[src/rtl/puf_crp_driver.sv]
// Purpose: challenge-side driver for one arbiter PUF line; LFSR challenges, clear/launch sequencing, response packing.
// Latency: CLR_CYC+SETTLE_CYC+1 cycles per bit; resp_valid rises RESP_W bit-times after start is accepted.
// Backpressure: resp_valid/resp_ready; the FSM parks in OUT, no evaluation runs and the LFSR holds while stalled.
//
// Ports:
//   clk, clr            system clock, synchronous active-high reset
//   seed_load, seed     load LFSR seed (IDLE only); seed 0 is replaced by 1
//   start, cont         begin a word (IDLE only); cont at handshake chains the next word
//   puf_clk, puf_clr    launch and clear strobes to the PUF line (never both high)
//   puf_chal            challenge to the line (the LFSR register itself)
//   puf_r               asynchronous response from the line
//   busy                high outside IDLE
//   resp_valid/ready    output word handshake; resp_data is first-sampled-bit-MSB
`timescale 1ns/1ps

module puf_crp_driver #(
  parameter int CHAL_W     = 32,
  parameter int RESP_W     = 32,
  parameter int CLR_CYC    = 2,
  parameter int SETTLE_CYC = 8
) (
  input  logic              clk,
  input  logic              clr,
  input  logic              seed_load,
  input  logic [CHAL_W-1:0] seed,
  input  logic              start,
  input  logic              cont,
  output logic              puf_clk,
  output logic              puf_clr,
  output logic [CHAL_W-1:0] puf_chal,
  input  logic              puf_r,
  output logic              busy,
  output logic              resp_valid,
  input  logic              resp_ready,
  output logic [RESP_W-1:0] resp_data
);

  localparam int CNT_W   = $clog2(RESP_W + 1);
  localparam int CYC_MAX = (CLR_CYC > SETTLE_CYC) ? CLR_CYC : SETTLE_CYC;
  localparam int CYC_W   = $clog2(CYC_MAX + 1);

  localparam logic [CNT_W-1:0]  RESP_LAST   = CNT_W'(RESP_W - 1);
  localparam logic [CYC_W-1:0]  CLR_LAST    = CYC_W'(CLR_CYC - 1);
  localparam logic [CYC_W-1:0]  SETTLE_LAST = CYC_W'(SETTLE_CYC - 1);
  localparam logic [CHAL_W-1:0] LFSR_ONE    = CHAL_W'(1);
  // Galois right-shift taps for x^32+x^22+x^2+x+1.
  localparam logic [CHAL_W-1:0] LFSR_POLY   = 32'h8020_0003;

  typedef enum logic [2:0] {
    S_IDLE,
    S_CLEAR,
    S_LAUNCH,
    S_SAMPLE,
    S_OUT
  } state_t;

  state_t            state_q;
  logic [CHAL_W-1:0] lfsr_q, lfsr_d;
  logic [RESP_W-1:0] shift_q, shift_d;
  logic [RESP_W-1:0] resp_data_q;
  logic [CNT_W-1:0]  bit_cnt_q;
  logic [CYC_W-1:0]  cyc_q;
  logic [1:0]        r_sync_q;
  logic              puf_clk_q, puf_clr_q, busy_q, resp_valid_q;

  always_comb begin
    lfsr_d = {1'b0, lfsr_q[CHAL_W-1:1]};
    if (lfsr_q[0]) begin
      lfsr_d = lfsr_d ^ LFSR_POLY;
    end
    // Shift-left form keeps RESP_W=1 legal; the oldest bit simply falls off.
    shift_d = (shift_q << 1) | RESP_W'(r_sync_q[1]);
  end

  always_ff @(posedge clk) begin
    if (clr) begin
      state_q      <= S_IDLE;
      puf_clr_q    <= 1'b1;
      puf_clk_q    <= 1'b0;
      lfsr_q       <= LFSR_ONE;
      resp_valid_q <= 1'b0;
      resp_data_q  <= '0;
      shift_q      <= '0;
      busy_q       <= 1'b0;
      bit_cnt_q    <= '0;
      cyc_q        <= '0;
      r_sync_q     <= 2'b00;
    end else begin
      r_sync_q <= {r_sync_q[0], puf_r};

      unique case (state_q)
        S_IDLE: begin
          if (seed_load) begin
            lfsr_q <= (seed == '0) ? LFSR_ONE : seed;
          end else if (start) begin
            state_q   <= S_CLEAR;
            busy_q    <= 1'b1;
            bit_cnt_q <= '0;
            cyc_q     <= '0;
          end
        end

        S_CLEAR: begin
          if (cyc_q == CLR_LAST) begin
            cyc_q     <= '0;
            state_q   <= S_LAUNCH;
            // Drop clear and raise launch on the same edge so they never overlap.
            puf_clr_q <= 1'b0;
            puf_clk_q <= 1'b1;
          end else begin
            cyc_q <= cyc_q + 1'b1;
          end
        end

        S_LAUNCH: begin
          if (cyc_q == SETTLE_LAST) begin
            cyc_q     <= '0;
            state_q   <= S_SAMPLE;
            puf_clk_q <= 1'b0;
            puf_clr_q <= 1'b1;
          end else begin
            cyc_q <= cyc_q + 1'b1;
          end
        end

        S_SAMPLE: begin
          shift_q   <= shift_d;
          lfsr_q    <= lfsr_d;
          bit_cnt_q <= bit_cnt_q + 1'b1;
          if (bit_cnt_q == RESP_LAST) begin
            resp_data_q  <= shift_d;
            resp_valid_q <= 1'b1;
            state_q      <= S_OUT;
          end else begin
            state_q <= S_CLEAR;
          end
        end

        S_OUT: begin
          if (resp_ready) begin
            resp_valid_q <= 1'b0;
            bit_cnt_q    <= '0;
            if (cont) begin
              state_q <= S_CLEAR;
            end else begin
              state_q <= S_IDLE;
              busy_q  <= 1'b0;
            end
          end
        end

        default: begin
          state_q   <= S_IDLE;
          busy_q    <= 1'b0;
          puf_clk_q <= 1'b0;
          puf_clr_q <= 1'b1;
        end
      endcase
    end
  end

  assign puf_clk    = puf_clk_q;
  assign puf_clr    = puf_clr_q;
  assign puf_chal   = lfsr_q;
  assign busy       = busy_q;
  assign resp_valid = resp_valid_q;
  assign resp_data  = resp_data_q;

endmodule

[config.mk]
export PLATFORM = sky130hd
export DESIGN_NAME = puf_crp_driver
export DESIGN_NICKNAME = d
export VERILOG_FILES = /design/src/rtl/puf_crp_driver.sv
export SDC_FILE = /design/constraint.sdc
export NUM_CORES = 1
export LEC_CHECK = 0
export BUFFER_PORTS_ARGS = -buffer_cell sky130_fd_sc_hd__buf_2
export CAP_MARGIN = 20
export CORE_AREA = 2 2 102 104
export DETAILED_ROUTE_END_ITERATION = 10
export DIE_AREA = 0 0 104 106
export PLACE_DENSITY = 0.69
export SETUP_SLACK_MARGIN = 0.02
export SYNTH_ARGS = -nofsm -noshare
export SYNTH_HDL_FRONTEND = slang
export SYNTH_SLANG_ARGS = --single-unit
[constraint.sdc]
create_clock -name clk -period 2.3 [get_ports clk]
set_input_delay 0.345 -clock clk [delete_from_list [all_inputs] [get_ports clk]]
set_output_delay 0.345 -clock clk [all_outputs]
set_load 0.02 [all_outputs]
## Yosys cells after proc, flatten, opt, wreduce, memory -nomap -nowiden

Index checks and enable logic that the tools add are counted.

| word-level totals | value |
|---|---|
| input bits | 39 |
| register bits after elaboration | 114 |
| output and inout bits | 68 |

| operators by class | value |
|---|---|
| reduce and logical (&&, ||, !) cells | 16 |
| bitwise gates (word level) | 4 |
| eq/ne operators | 15 |
| mux-type cells | 35 |
| $add $sub $neg | 2 |

Operators by type and width:

| kind | number |
|---|---|
| two-way mux 32 bit | 3 |
| case mux 32 bit (2 select lines) | 1 |
| logical NOT 32 bit | 1 |
| bitwise OR 32 x 1 -> 32 bit | 1 |
| two-way mux 3 bit | 6 |
| two-way mux 6 bit | 3 |
| case mux 6 bit (3 select lines) | 1 |
| two-way mux 4 bit | 4 |
| != test 2 bit (second input constant) | 8 |
| case mux 3 bit (5 select lines) | 1 |
| case mux 4 bit (3 select lines) | 1 |
| two-way mux 1 bit | 11 |
| AND reduction 5 bit | 2 |
| case mux 1 bit (3 select lines) | 3 |
| AND reduction 3 bit | 3 |
| adder 6 x 1 -> 6 bit (second input constant) | 1 |
| equality test 3 x 2 -> 1 bit (second input constant) | 2 |
| equality test 6 x 5 -> 1 bit (second input constant) | 1 |
| nonzero test 3 bit | 2 |
| OR reduction 3 bit | 2 |
| adder 4 x 1 -> 4 bit (second input constant) | 1 |
| equality test 4 x 1 -> 1 bit (second input constant) | 1 |
| equality test 4 x 3 -> 1 bit (second input constant) | 1 |
| inverter 3 -> 4 bit | 1 |
| 8 further kinds | 11 |

## Longest topological paths before layout

| depth | value |
|---|---|
| word-level depth | 4 |
| depth in mapped cells | 7 |
| depth with buffers taken out | 6 |

## Worst setup path after synthesis

Ideal clock, no wire load.

| timing | value |
|---|---|
| kind | register to register |
| from | register bit_cnt_q[0] |
| to | register resp_data_q[16] (netlist: resp_data[16]) |
| path slack | 572 ps |
| arrival | 1596 ps |
| clock period less this slack | 1728 ps |
| path buffers | 2 |
| cell stages (with the launch flop) | 8 |
| path through | dfxtp_1 -> ha_1 -> inv_1 -> or4_1 -> clkbuf_1 -> clkbuf_1 -> nand2_1 -> a21oi_1 |

| between the ends | value |
|---|---|
| word-level cells in the longest chain between the ends | 2 |

Ends and longest elaborated chain:

| item | RTL line | RTL |
|---|---|---|
| from (decl) | 61 | `logic [CNT_W-1:0] bit_cnt_q;` |
| from (signal assigned) | 129 | `bit_cnt_q <= bit_cnt_q + 1'b1;` |
| equality test 6 x 5 -> 1 bit | 130 | `if (bit_cnt_q == RESP_LAST) begin` |
| AND reduction 2 bit (no source line) | -- |  |
| to (signal assigned) | 131 | `resp_data_q <= shift_d;` |
| to (decl) | 60 | `logic [RESP_W-1:0] resp_data_q;` |

Every way passes these cells.
A chain may end at the register's enable or synchronous reset.

## Final worst setup path

| timing | value |
|---|---|
| from | register state_q[1] |
| to | register bit_cnt_q[5] |

| between the ends | value |
|---|---|
| word-level cells in the longest chain between the ends | 3 |
| elaborated cells on any way between the ends | 9 |
| classes of those cells | 5 x eq/ne; 1 x mux; 3 x reduce/logical |

Ends and longest elaborated chain:

| item | RTL line | RTL |
|---|---|---|
| from (decl) | 57 | `state_t state_q;` |
| from (signal assigned) | 77 | `state_q <= S_IDLE;` |
| from (signal assigned) | 96 | `state_q <= S_CLEAR;` |
| from (signal assigned) | 106 | `state_q <= S_LAUNCH;` |
| equality test 3 bit, or another cell as far along | 91 | `unique case (state_q)` |
| != test 2 bit (no source line) / nonzero test 3 bit (equally long branches) | -- |  |
| AND reduction 4 bit (no source line) | -- |  |

Parallel ways exist; a longest one is shown, timed or not.

==> impl_metrics.py <==
metrics = {
    "outcome": {
        "status": "finished, final reports clean",
    },
    "synth": {
        "syn_nets": 586,
        "netlist_area_mm2": 0.00449,
        "synth_most_common_cell": "nand2_1",
        "synth_cells": 544,
        "ys_ff_latch": 114,
        "seq_area_frac_synth_pct": 50.9,
        "synth_ff_type": "dfxtp_1",
        "async_flop_share_pct": 0,
        "synth_top_area_share_pct": 50.9,
        "synth_common_cells": "nand2_1, dfxtp_1, a21oi_1",
        "avgSynthCellArea_um2": 8.25,
        "synth_area_leaders": "dfxtp_1, nand2_1, a21oi_1, a22oi_1, clkbuf_1",
        "synthDistinctLibCells": 47,
        "yosys.area.top_type": "dfxtp_1",
        "synth_edf_count": 0,
        "yosysWarnings": 0,
    },
    "worst_setup_path": {
        "max_stage_delay_ps": 570,
        "worstPathMaxFanout": 16,
        "start_kind": "flop",
        "path_buf_inv": 0,
        "worstSetupEndpointType": "flop",
        "critical_path_class": "reg -> reg",
        "worst_path_max_delay_cell": "dfxtp_1",
        "critPathTopFamily": "simple AND/OR/NAND/NOR gates",
        "cp_data_required_time_ps": 2720,
        "r2r-start": "state_q[1]",
        "crit_arrival_ps": 2360,
        "crit_start": "state_q[1]",
        "worstPathCellList": "and3b_2, a211oi_2, or4_1, a21boi_1",
    },
    "clocking": {
        "cts.repair.resized": 0,
        "cts_made_buffers": 17,
        "clkTransAtPathRegs_ps": 50,
        "cts_buffer_depth": 2,
        "postCtsSetupBuffers": 0,
        "cts_tree": "built",
        "cts.sink_count": 114,
        "clk_latency_ps": 490,
        "cts-root-buf": "clkbuf_8",
        "htreeDepth": 4,
        "holdBufCountCts": 0,
    },
    "cells_and_area": {
        "syn_to_final_growth_pct": 28.4,
        "num_antenna_cells": 0,
        "drive_above_1_share_pct": 24.5,
        "final_area_mm2": 0.00576,
        "stdcell_count": 790,
        "fin_nets": 683,
    },
    "pwr": {
        "ir_drop_v": 0.000487,
        "p_switching_w": 0.00176,
        "swShare_pct": 28.6,
        "p_seq_share_pct": 37.4,
        "pwr-share-comb_pct": 18.0,
        "clkPwrFrac_pct": 44.6,
        "cellPowerDensity_mw_per_mm2": 1070,
        "p_leak_nw": 2.28,
        "power.internal_w": 0.00439,
    },
    "placed_design": {
        "portBuffers": 106,
        "placedCellCount": 758,
        "dp_hpwl_um": 6960,
        "dpl_cell_area_mm2": 0.00512,
        "gp_congestion": 0.830,
    },
    "sta": {
        "slew_headroom_pct": 67.0,
        "setup_violations": 0,
        "period_minus_slack_ps": 1940,
        "period_share_pct": 84.4,
        "fin_setup_tns_ps": 0,
        "fin_skew_ps": 8.99,
        "hold_viol": 0,
        "rsz0062_at_grt": "no",
        "tightest_slew_ps": 494,
        "max_freq_mhz": 515,
        "drv_slew": 0,
    },
    "die": {
        "core_area_mm2": 0.0100,
        "die_area_mm2": 0.0110,
        "io_pins": 107,
        "core.rowCount": 37,
        "start_util_pct": 44.9,
        "die_width_um": 104,
        "die-height_um": 106,
    },
    "global_routing": {
        "grt_pass1_vias": 4038,
        "gr-total-overflow": 0,
        "grt_max_degree": 105,
        "grt_use_total_pct": 19.6,
        "antenna_found_initial": 0,
        "grt_pass1_wl_um": 17900,
    },
    "detailed_routing": {
        "wl_per_cell_um": 13.2,
        "drt_iter0_markers": 177,
        "drc_errors": 0,
        "ant_nets": 0,
        "dr.pass1.iters": 5,
        "wirelength_um": 10400,
        "avgViaCountPerCell": 5.26,
        "vias": 4153,
    },
    "hold_path": {
        "hp-class": "in -> reg",
        "hold_start": "puf_r",
    },
    "run": {
        "maxCapViolCount": 0,
    },
}
## layout by cell type, fill, tap and decap left out, types with 6 or more instances in the layout
cell / Yosys / layout
nand2_1: 161 / 161
dfxtp_1: 114 / 114
buf_2: 10 / 105
a21oi_1: 100 / 100
a22oi_1: 32 / 32
clkbuf_16: 0 / 16
nor2_1: 13 / 13
buf_4: 1 / 11
nor4_1: 9 / 9
inv_1: 7 / 7
nand3_1: 6 / 6
o21ai_0: 6 / 6
## cell families after synthesis
kind of cell    count (synthesis)  share of synthesized area (%)
compound gates                160                           21.0
mux                             3                          0.669
xor+xnor                        3                          0.586
flops                         114                           50.9
fa+ha+maj                       3                          0.837
simple gates                  214                           21.4
buf+inv                        47                           4.63
## per-layer routing
layer,track usage (%),share of wire (%),vias to the layer above
li1,-,-,2067
met1,22.9,44,1941
met2,33.8,49,131
met3,5.27,6.1,14
met4,8.78,1.8,0
met5,0,0,-
## cell type report
class                      instances  area [um2]
fill                             967        4240
sequential                       114        2280
multi-input combinational        383        2000
timing repair buffer             118         648
clock buffer                      20         455
clock inverter                    12         180
tap                              136         170
inverter                           7        26.3
## through the flow
stage               setup slack [ps]  power (W)  hold WS (ps)  util (%)
floorplan                        572    0.00311           414         -
global route                     235    0.00645          66.8      57.6
finish                           358    0.00615          76.0      57.6
detailed placement               387    0.00345           444      51.3
CTS                              364    0.00620          53.0      57.6
global placement                 454    0.00341           419      51.3
## state kept, by name, indices dropped and copies added (netlist names)
signal	count
resp_valid	1
bit_cnt_q	6
resp_data	32
shift_q	31
state_q	3
puf_clk	1
cyc_q	4
puf_clr	1
puf_chal	32
r_sync_q	2
busy	1
## worst paths after layout
path,endpoint,slack [ps],cells past startpoint
min reg2reg,resp_data[4],450,2
max reg2reg,bit_cnt_q[5],360,4
min,r_sync_q[0],80,2
max,bit_cnt_q[5],360,4
## power by group through the flow
| stage | Combinational [W] | Sequential [W] | Clock [W] |
|---|---|---|---|
| floorplan | 0.000670 | 0.00244 | 0 |
| CTS | 0.00111 | 0.00230 | 0.00279 |
| finish | 0.00111 | 0.00230 | 0.00274 |
| global placement | 0.00109 | 0.00233 | 0 |
| detailed placement | 0.00111 | 0.00234 | 0 |
| global route | 0.00122 | 0.00233 | 0.00290 |
Power figures use the tool's default switching activity.
